[config.mk]
export PLATFORM = sky130hd
export DESIGN_NAME = mem_interface_unit_flat
export DESIGN_NICKNAME = d
export VERILOG_FILES = /design/src/rtl/mem_interface_unit_pkg.sv /design/src/rtl/mem_interface_unit_if.sv /design/src/rtl/mem_interface_unit_timeout.sv /design/src/rtl/mem_interface_unit.sv /design/src/flat_wrapper.sv
export SDC_FILE = /design/constraint.sdc
export NUM_CORES = 1
export LEC_CHECK = 0
export CAP_MARGIN = 20
export CORE_UTILIZATION = 41
export DETAILED_ROUTE_END_ITERATION = 10
export GPL_TIMING_DRIVEN = 1
export HOLD_SLACK_MARGIN = 0.12
export PLACE_DENSITY = 0.79
export SYNTH_ARGS = -nofsm -noshare
export SYNTH_HDL_FRONTEND = slang
export SYNTH_SLANG_ARGS = --single-unit
[constraint.sdc]
create_clock -name clock -period 2.5 [get_ports clock]
set_input_delay 0.625 -clock clock [delete_from_list [all_inputs] [get_ports clock]]
set_output_delay 0.625 -clock clock [all_outputs]
set_load 0.01 [all_outputs]
[src/rtl/mem_interface_unit_pkg.sv]
// ----------------------------------------------------------------------------
// mem_interface_unit_pkg
// Shared definitions for the memory interface unit of the multi-cycle MIPS
// datapath:
//   - default bus widths and timeout budget
//   - state encoding of the interface FSM (IDLE / BUSY / DONE)
//   - MIPS opcode constants used by the surrounding control FSM
//   - address alignment helper
// ----------------------------------------------------------------------------
package mem_interface_unit_pkg;

   // Default widths and abort budget for the memory handshake.
   localparam int unsigned AddrWDefault   = 32;
   localparam int unsigned DataWDefault   = 32;
   localparam int unsigned TimeoutDefault = 255;

   // Interface FSM: two-bit binary code, one value per state.
   typedef enum logic [1:0] {
      StIdle = 2'b00,
      StBusy = 2'b01,
      StDone = 2'b10
   } mem_state_e;

   // MIPS primary opcodes seen by the control FSM that drives this unit.
   localparam logic [5:0] OpLw  = 6'b100011;
   localparam logic [5:0] OpSw  = 6'b101011;
   localparam logic [5:0] OpR   = 6'b000000;
   localparam logic [5:0] OpBeq = 6'b000100;
   localparam logic [5:0] OpJ   = 6'b000010;

   // Memory is word addressed; any set byte-offset bit is a fault.
   function automatic logic word_aligned(input logic [1:0] byte_offset);
      return byte_offset == 2'b00;
   endfunction

endpackage

[src/rtl/mem_interface_unit_if.sv]
// ----------------------------------------------------------------------------
// mem_interface_unit_if
// Request/acknowledge bus between the memory interface unit and the unified
// instruction/data memory.
//   mem_req    master -> slave  request, held until ack or abort
//   mem_we     master -> slave  1 = write
//   mem_addr   master -> slave  word-aligned address
//   mem_wdata  master -> slave  write data
//   mem_ack    slave  -> master one-cycle completion
//   mem_rdata  slave  -> master read data, valid with mem_ack
// ----------------------------------------------------------------------------
interface mem_interface_unit_if
   import mem_interface_unit_pkg::*;
#(
   parameter int unsigned ADDR_W = AddrWDefault,
   parameter int unsigned DATA_W = DataWDefault
);

   logic              mem_req;
   logic              mem_we;
   logic [ADDR_W-1:0] mem_addr;
   logic [DATA_W-1:0] mem_wdata;
   logic              mem_ack;
   logic [DATA_W-1:0] mem_rdata;

   modport master (
      output mem_req,
      output mem_we,
      output mem_addr,
      output mem_wdata,
      input  mem_ack,
      input  mem_rdata
   );

   modport slave (
      input  mem_req,
      input  mem_we,
      input  mem_addr,
      input  mem_wdata,
      output mem_ack,
      output mem_rdata
   );

endinterface

[src/rtl/mem_interface_unit_timeout.sv]
// ----------------------------------------------------------------------------
// mem_interface_unit_timeout
// Saturating wait counter for an outstanding memory request.
//   clock    in   system clock
//   Reset    in   synchronous, active-low reset
//   clear    in   return the count to zero (wins over enable)
//   enable   in   count one more waiting cycle
//   expired  out  count has reached TIMEOUT - 1
// ----------------------------------------------------------------------------
module mem_interface_unit_timeout
   import mem_interface_unit_pkg::*;
#(
   parameter int unsigned TIMEOUT = TimeoutDefault
) (
   input  logic clock,
   input  logic Reset,
   input  logic clear,
   input  logic enable,
   output logic expired
);

   localparam int unsigned CntW = $clog2(TIMEOUT + 1);

   localparam logic [CntW-1:0] CntLimit = CntW'(TIMEOUT - 1);
   localparam logic [CntW-1:0] CntMax   = {CntW{1'b1}};

   logic [CntW-1:0] count_q, count_d;

   always_comb begin
      count_d = count_q;
      if (clear) begin
         count_d = '0;
      end else if (enable && (count_q != CntMax)) begin
         // Saturate rather than wrap so a stuck enable can never re-arm.
         count_d = count_q + CntW'(1);
      end
   end

   always_ff @(posedge clock) begin
      if (!Reset) begin
         count_q <= '0;
      end else begin
         count_q <= count_d;
      end
   end

   assign expired = (count_q == CntLimit);

endmodule

[src/rtl/mem_interface_unit.sv]
// ----------------------------------------------------------------------------
// mem_interface_unit
// Turns the level-type MemRead/MemWrite/IorD/IRWrite controls of the
// multi-cycle control FSM into a single req/ack memory transaction, captures
// read data into IR and/or MDR, and returns a one-cycle Mem_Ready strobe.
//   clock      in   system clock
//   Reset      in   synchronous, active-low reset
//   MemRead    in   read request
//   MemWrite   in   write request
//   IorD       in   address select: 0 = PC, 1 = ALUOut
//   IRWrite    in   read data also goes to IR
//   PC         in   program counter
//   ALUOut     in   data address
//   B          in   store data
//   mem        master side of the memory req/ack bus
//   Instr      out  instruction register
//   MDR        out  memory data register
//   Mem_Ready  out  one-cycle completion strobe
//   Mem_Err    out  sticky fault flag (misalignment, conflicting command, timeout)
// ----------------------------------------------------------------------------
module mem_interface_unit
   import mem_interface_unit_pkg::*;
#(
   parameter int unsigned ADDR_W  = AddrWDefault,
   parameter int unsigned DATA_W  = DataWDefault,
   parameter int unsigned TIMEOUT = TimeoutDefault
) (
   input  logic              clock,
   input  logic              Reset,
   input  logic              MemRead,
   input  logic              MemWrite,
   input  logic              IorD,
   input  logic              IRWrite,
   input  logic [ADDR_W-1:0] PC,
   input  logic [ADDR_W-1:0] ALUOut,
   input  logic [DATA_W-1:0] B,
   mem_interface_unit_if.master mem,
   output logic [DATA_W-1:0] Instr,
   output logic [DATA_W-1:0] MDR,
   output logic              Mem_Ready,
   output logic              Mem_Err
);

   mem_state_e state_q, state_d;

   logic [ADDR_W-1:0] addr_q, addr_d;
   logic [DATA_W-1:0] wdata_q, wdata_d;
   logic              we_q, we_d;
   logic              irw_q, irw_d;
   logic [DATA_W-1:0] instr_q, instr_d;
   logic [DATA_W-1:0] mdr_q, mdr_d;
   logic              err_q, err_d;

   logic [ADDR_W-1:0] cmd_addr;
   logic              cmd_valid;
   logic              cmd_bad;
   logic              launch;
   logic              expired;

   // Command decode in IDLE.
   assign cmd_addr  = IorD ? ALUOut : PC;
   assign cmd_valid = MemRead | MemWrite;
   assign cmd_bad   = !word_aligned(cmd_addr[1:0]) || (MemRead && MemWrite);
   assign launch    = (state_q == StIdle) && cmd_valid && !cmd_bad;

   mem_interface_unit_timeout #(
      .TIMEOUT (TIMEOUT)
   ) u_timeout (
      .clock   (clock),
      .Reset   (Reset),
      .clear   (launch || (state_q == StDone)),
      .enable  (state_q == StBusy),
      .expired (expired)
   );

   always_comb begin
      state_d = state_q;
      addr_d  = addr_q;
      wdata_d = wdata_q;
      we_d    = we_q;
      irw_d   = irw_q;
      instr_d = instr_q;
      mdr_d   = mdr_q;
      err_d   = err_q;

      unique case (state_q)
         StIdle: begin
            if (cmd_valid) begin
               if (cmd_bad) begin
                  // Faulty command: report completion without touching memory.
                  err_d   = 1'b1;
                  state_d = StDone;
               end else begin
                  addr_d  = cmd_addr;
                  wdata_d = B;
                  we_d    = MemWrite;
                  irw_d   = IRWrite;
                  state_d = StBusy;
               end
            end
         end

         StBusy: begin
            // Ack is checked first so a last-cycle ack beats the abort.
            if (mem.mem_ack) begin
               if (!we_q) begin
                  mdr_d = mem.mem_rdata;
                  if (irw_q) begin
                     instr_d = mem.mem_rdata;
                  end
               end
               state_d = StDone;
            end else if (expired) begin
               err_d   = 1'b1;
               state_d = StDone;
            end
         end

         StDone: begin
            // Control FSM advances on this edge; IDLE then sees its new controls.
            state_d = StIdle;
         end

         default: begin
            state_d = StIdle;
         end
      endcase
   end

   always_ff @(posedge clock) begin
      if (!Reset) begin
         state_q <= StIdle;
         addr_q  <= '0;
         wdata_q <= '0;
         we_q    <= 1'b0;
         irw_q   <= 1'b0;
         instr_q <= '0;
         mdr_q   <= '0;
         err_q   <= 1'b0;
      end else begin
         state_q <= state_d;
         addr_q  <= addr_d;
         wdata_q <= wdata_d;
         we_q    <= we_d;
         irw_q   <= irw_d;
         instr_q <= instr_d;
         mdr_q   <= mdr_d;
         err_q   <= err_d;
      end
   end

   // mem_req tracks BUSY directly, so reset drops it on the same edge.
   assign mem.mem_req   = (state_q == StBusy);
   assign mem.mem_we    = (state_q == StBusy) && we_q;
   assign mem.mem_addr  = addr_q;
   assign mem.mem_wdata = wdata_q;

   assign Instr     = instr_q;
   assign MDR       = mdr_q;
   assign Mem_Ready = (state_q == StDone);
   assign Mem_Err   = err_q;

endmodule

[src/flat_wrapper.sv]
// flat-port wrapper written by rule: the top's interface ports become plain ports
module mem_interface_unit_flat import mem_interface_unit_pkg::*;
#(
   parameter int unsigned ADDR_W  = AddrWDefault,
   parameter int unsigned DATA_W  = DataWDefault,
   parameter int unsigned TIMEOUT = TimeoutDefault
)
  (clock, Reset, MemRead, MemWrite, IorD, IRWrite, PC, ALUOut, B, Instr, MDR, Mem_Ready, Mem_Err, mem_mem_req, mem_mem_we, mem_mem_addr, mem_mem_wdata, mem_mem_ack, mem_mem_rdata);
  mem_interface_unit_if #(.ADDR_W(ADDR_W), .DATA_W(DATA_W)) mem_i ();
  input  logic clock;
  input  logic Reset;
  input  logic MemRead;
  input  logic MemWrite;
  input  logic IorD;
  input  logic IRWrite;
  input  logic [ADDR_W-1:0] PC;
  input  logic [ADDR_W-1:0] ALUOut;
  input  logic [DATA_W-1:0] B;
  output logic [DATA_W-1:0] Instr;
  output logic [DATA_W-1:0] MDR;
  output logic Mem_Ready;
  output logic Mem_Err;
  output wire logic [$bits(mem_i.mem_req)-1:0] mem_mem_req;
  output wire logic [$bits(mem_i.mem_we)-1:0] mem_mem_we;
  output wire logic [$bits(mem_i.mem_addr)-1:0] mem_mem_addr;
  output wire logic [$bits(mem_i.mem_wdata)-1:0] mem_mem_wdata;
  input wire logic [$bits(mem_i.mem_ack)-1:0] mem_mem_ack;
  input wire logic [$bits(mem_i.mem_rdata)-1:0] mem_mem_rdata;
  assign mem_mem_req = mem_i.mem_req;
  assign mem_mem_we = mem_i.mem_we;
  assign mem_mem_addr = mem_i.mem_addr;
  assign mem_mem_wdata = mem_i.mem_wdata;
  assign mem_i.mem_ack = mem_mem_ack;
  assign mem_i.mem_rdata = mem_mem_rdata;
  mem_interface_unit #(.ADDR_W(ADDR_W), .DATA_W(DATA_W), .TIMEOUT(TIMEOUT)) u_core (.clock(clock), .Reset(Reset), .MemRead(MemRead), .MemWrite(MemWrite), .IorD(IorD), .IRWrite(IRWrite), .PC(PC), .ALUOut(ALUOut), .B(B), .mem(mem_i), .Instr(Instr), .MDR(MDR), .Mem_Ready(Mem_Ready), .Mem_Err(Mem_Err));
endmodule
==> results of run 1 <==
-- final timing paths --
kind / startpoint / to / slack, ns / cells past startpoint
max: u_core.state_q[1] / mem_mem_we / 0.14 / 3
min: u_core.mem.mem_wdata[19] / u_core.mem.mem_wdata[19] / 0.45 / 2
max reg2reg: u_core.state_q[1] / u_core.mem.mem_addr[30] / 0.83 / 5
min reg2reg: u_core.mem.mem_wdata[19] / u_core.mem.mem_wdata[19] / 0.45 / 2
-- per-layer routing --
layer  track usage [%]  vias to the layer above  share of wire [%]
li1                  -                     2686                  -
met5                 0                        -                  0
met2              38.0                      208                 48
met1              24.5                     2434                 41
met4              12.1                        0                3.5
met3              7.27                       36                7.8
-- per-stage QoR --
step | util [%] | hold WS, ns
global placement | 63.8 | 0.440
CTS | 68.5 | 0.452
finish | 68.5 | 0.449
detailed placement | 63.8 | 0.444
floorplan | - | 0.444
global route | 68.5 | 0.466
-- worst min-delay path, stage by stage (launching register included) --
cell	delay (ns)
dfxtp_1	0.30
nand2_1	0.05
a21boi_1	0.05
-- kinds of logic after synthesis --
logic type	Yosys count	synth area share [%]
DFF	141	49.3
muxes	30	5.25
adders and majority gates	2	0.437
AOI/OAI and AO/OA	147	20.8
xor gates and xnor gates	3	0.459
and+or+nand+nor	268	19.0
buffers and inverters	58	4.72
-- registers in the layout, summed over array words and instances, names as in the netlist --
signal / flops
u_core.we_q: 1
u_core.u_timeout.count_q: 8
u_core.Mem_Err: 1
u_core.MDR: 32
u_core.Instr: 32
u_core.mem.mem_wdata: 32
u_core.mem.mem_addr: 32
u_core.irw_q: 1
u_core.state_q: 2
-- cell type report --
type                    count  area (um^2)
clock buffers              19          433
clock inverters            13          196
fillers                  1116         4230
inverters                   9         33.8
multi-input cells         450         2650
flip-flops and latches    141         2820
well taps                 176          220
repair buffers            284         2820
-- synthesized netlist by cell type (2+ instances only) --
cell      instances
nand2_1         227
dfxtp_1         141
a21boi_1         98
mux2i_1          30
o211a_1          30
clkbuf_1         29
buf_2            12
inv_1             8
nor2_1            8
and3_1            6
nand3_1           6
nor3_1            6
a211oi_1          5
buf_4             4
a21oi_1           3
buf_6             3
xnor2_1           3
a31oi_1           2
and2_1            2
ha_1              2
nand4_1           2
nor2b_1           2
o311ai_1          2
-- power by group through the flow --
stage	logic [uW]	registers, uW	clock network, uW
2_1_floorplan	232	2420	0
3_3_place_gp	662	2400	0
3_5_place_dp	663	2400	0
4_1_cts	667	2350	2740
5_1_grt	712	2360	2830
6_report	660	2350	2700
==> impl_metrics.ini, run 1 <==
[clock_network]
htreeDepth = 4
numCtsBuffers = 17
clock-root-buffer = clkbuf_16
cts_tree = yes
cts_setup_buffers = 0
hold_buffers = 0
cts_resized = 0
clock_sinks = 141
clkLatencyLatePin_ns = 0.41
clock_path_buffers = 2
cts.clk_slew.worst_paths_ns = 0.05

[placement]
place_ws_ns = 0.000504
gp_routability_congestion = 0.804
place_inst = 1060
dpl.hpwl_um = 11400
io_buffers = 266
dpl_cell_area_um2 = 8540

[flow_run]
cap_viol_max_count = 0

[routing]
route.vias.total = 5364
viasPerCell = 4.91
wl_um = 15900
wl_per_cell_um = 14.6
drt-initial-drc-count = 229
drc = 0
first_pass_iters = 7
ant_nets = 0

[worst_setup_path]
crit_fanout = 6
crit_required_ns = 1.88
timing.critical_path.from_type = flop
worstSetupPathType = reg2out
crit_path_end_kind = output port
cpLargestDelayFamily = buffers and inverters
crit_arrival_ns = 1.74
slowest_stage = clkdlybuf4s50_1
worstPathCellList = nand2b_1 -> nor2_1 -> clkdlybuf4s50_1
critPathMaxStageDelay_ns = 0.57
path_buf_inv = 1

[pwr]
power.switching_uw = 1230
pwr_density_cell_nw_per_um2 = 622
p_clk_share_pct = 47.2
p_seq_share_pct = 41.2
p_leak_uw = 0.00365
p_comb_share_pct = 11.6
total_power_uw = 5710
intPower_uw = 4480
peakVddDrop_mv = 0.424
sw_frac_of_total_pct = 21.5

[sta]
setup_ws_ns = 0.140
fmax_mhz = 424
period_share_pct = 94.4
tns_ns = 0
rsz0062_at_grt = no
period_minus_slack_ns = 2.36
finalHoldViolCount = 0
finalMaxSlewViolations = 0
tightest_slew_ns = 0.603
clock_skew_ns = 0.00694
finalSetupViolCount = 0
slew_headroom_pct = 59.8

[global_routing]
grt_max_degree = 76
grt_pass1_vias = 5117
grt_antenna_before_repair = 0
grt_pass1_wl_um = 25000
grt_overflow = 0
grt_use_total_pct = 22.3

[logic_synthesis]
netlist_instances = 649
synth-edff-count = 0
async_flop_share_pct = 0
yosysSeqAreaShare_pct = 49.3
ys_warn_count = 0
ys_ff_latch = 141
synth_top_area_share_pct = 49.3
synth.distinct_cells = 41
synth_area_leaders = dfxtp_1 49%, nand2_1 15%, a21boi_1 13%
synth.largest_area_cell = dfxtp_1
synth.avg_cell_area_um2 = 8.82
syn_area_um2 = 5720
ys.flop_type = dfxtp_1
syn_nets = 786

[cells_and_area]
nets = 1040
final_cell_mix = 264 x clkdlybuf4s50_1, 227 x nand2_1, 140 x dfxtp_1
finalInstanceArea_um2 = 9170
area_growth_pct = 60.3
final_common_cell = clkdlybuf4s50_1
drive_above_1_share_pct = 6.11
diodes = 0
final_cells = 1092

[die]
initial_utilization_pct = 42.7
die_h_um = 120
fp.dieArea_um2 = 14400
die_x_um = 120
ios = 267
coreArea_um2 = 13400
rows = 42

[hold_path]
hp-class = reg2reg

[status]
outcome = finished, final reports clean
Power figures use the tool's default switching activity.
==> run 2: changes to the inputs <==
--- a/config.mk
+++ b/config.mk
@@ -6,11 +6,12 @@
 export NUM_CORES = 1
 export LEC_CHECK = 0
 export CAP_MARGIN = 20
-export CORE_UTILIZATION = 41
+export CORE_UTILIZATION = 25
 export DETAILED_ROUTE_END_ITERATION = 10
 export GPL_TIMING_DRIVEN = 1
 export HOLD_SLACK_MARGIN = 0.12
-export PLACE_DENSITY = 0.79
+export PLACE_DENSITY = 0.52
+export SLEW_MARGIN = 30
 export SYNTH_ARGS = -nofsm -noshare
 export SYNTH_HDL_FRONTEND = slang
 export SYNTH_SLANG_ARGS = --single-unit
==> constraint.sdc (replaced) <==
create_clock -name clock -period 2.8 [get_ports clock]
set_input_delay 0.7 -clock clock [delete_from_list [all_inputs] [get_ports clock]]
set_output_delay 0.7 -clock clock [all_outputs]
set_load 0.01 [all_outputs]
==> run 2 against run 1 <==
Effect of this change:
- setup slack improved by 0.15 ns
- flip-flop and latch count did not move
- sequential share of layout area decreased by 0.40 points
- routed wire length up 15%
==> impl_metrics.ini, run 2 (synthesis gave the netlist of run 1 again) <==
[status]
outcome = finished, final reports clean

[routing]
route.vias.total = 5340
ant_nets = 0
first_pass_iters = 4
wl_um = 18200
viasPerCell = 4.48
drc = 0
drt-initial-drc-count = 169
wl_per_cell_um = 15.3

[worst_setup_path]
r2r_cells = 4
r2r_slack_ns = 1.06
crit_path_end_kind = output port
rr_endpoint = u_core.MDR[26]
crit_fanout = 7
rr_startpoint = u_core.state_q[0]
worstSetupPathType = reg2out
crit_required_ns = 2.10
crit_arrival_ns = 1.81
timing.critical_path.from_type = flop

[sta]
slew_headroom_pct = 61.8
rsz0062_at_grt = no
holdWs_ns = 0.451
finalMaxSlewViolations = 0
fmax_mhz = 398
finalHoldViolCount = 0
period_share_pct = 89.7
clock_skew_ns = 0.00796
tightest_slew_ns = 0.569
finalSetupViolCount = 0
period_minus_slack_ns = 2.51
tns_ns = 0

[die]
die_h_um = 153
rows = 54
ios = 267
fp.dieArea_um2 = 23500
initial_utilization_pct = 25.8
coreArea_um2 = 22200
die_x_um = 153

[clock_network]
hold_buffers = 0
cts_resized = 0
clock_sinks = 141
cts_tree = yes
cts_setup_buffers = 0
clkLatencyLatePin_ns = 0.42
cts.clk_slew.worst_paths_ns = 0.06
clock-root-buffer = clkbuf_16
htreeDepth = 4
clock_path_buffers = 2
numCtsBuffers = 17

[cells_and_area]
nets = 1036
final_cells = 1192
final_cell_mix = 264 x clkdlybuf4s50_1, 227 x nand2_1, 141 x dfxtp_1
final_common_cell = clkdlybuf4s50_1
area_growth_pct = 62.4
drive_above_1_share_pct = 5.70
diodes = 0

[global_routing]
grt_pass1_wl_um = 28500
grt_pass1_vias = 5110
grt_use_total_pct = 15.8
grt_overflow = 0
grt_max_degree = 59
grt_antenna_before_repair = 1

[pwr]
peakVddDrop_mv = 0.352
p_leak_uw = 0.00362
pwr_density_cell_nw_per_um2 = 548

[hold_path]
min_to = u_core.MDR[15]
hp-class = reg2reg
hp-start = u_core.MDR[15]
hold_path_depth = 2

[placement]
dpl.hpwl_um = 13100
place_inst = 1160
gp_routability_congestion = 0.730
io_buffers = 266

[flow_run]
cap_viol_max_count = 0
[run 2: worst max-delay path by stage]
stage          slack [ns]  cells after the start                 endpoint              start
2_1_floorplan        0.67                      7  u_core.mem.mem_addr[22]               IorD
5_1_grt              0.15                      3               mem_mem_we  u_core.state_q[0]
6_report             0.29                      3              mem_mem_req  u_core.state_q[0]
3_3_place_gp         0.25                      6  u_core.mem.mem_addr[20]              PC[1]
3_5_place_dp         0.22                      6  u_core.mem.mem_addr[17]              PC[1]
4_1_cts              0.25                      3              mem_mem_req  u_core.state_q[0]
[run 2: worst max-delay path: stages, from the launching register on]
cell and delay, ns:
dfxtp_1 0.49, nand2b_1 0.20, inv_2 0.16, clkdlybuf4s50_1 0.55
[run 2: power by group]
group | internal [uW] | switching, uW | total (uW)
Combinational | 360 | 234 | 594
Sequential | 2060 | 35.5 | 2100
Clock | 1450 | 948 | 2400
Total | 3880 | 1220 | 5090
[run 2: cell type report]
type	instances	area (um^2)
Fill cell	2267	12900
Sequential cell	141	2820
Timing Repair Buffer	280	2810
Multi-Input combinational cell	450	2650
Clock buffer	19	443
Tap cell	280	350
Clock inverter	13	179
Inverter	9	33.8
[run 2: stage by stage]
stage	utilization, %	worst slack, ns	total power, uW	cell area, um^2
after global placement	39.1	0.252	2750	8670
after floorplan	-	0.674	2370	5720
after detailed placement	39.1	0.217	2750	8670
final	41.9	0.288	5090	9290
after CTS	41.9	0.254	5200	9290
after global routing	41.9	0.148	5330	9290
[run 2: routing by layer]
layer,routed length [um],global-route usage (%),vias to the layer above
met2,8170,25.3,216
met4,161,4.28,2
met1,8180,19.2,2427
met5,10,0,-
met3,1730,6.89,13
li1,-,-,2682
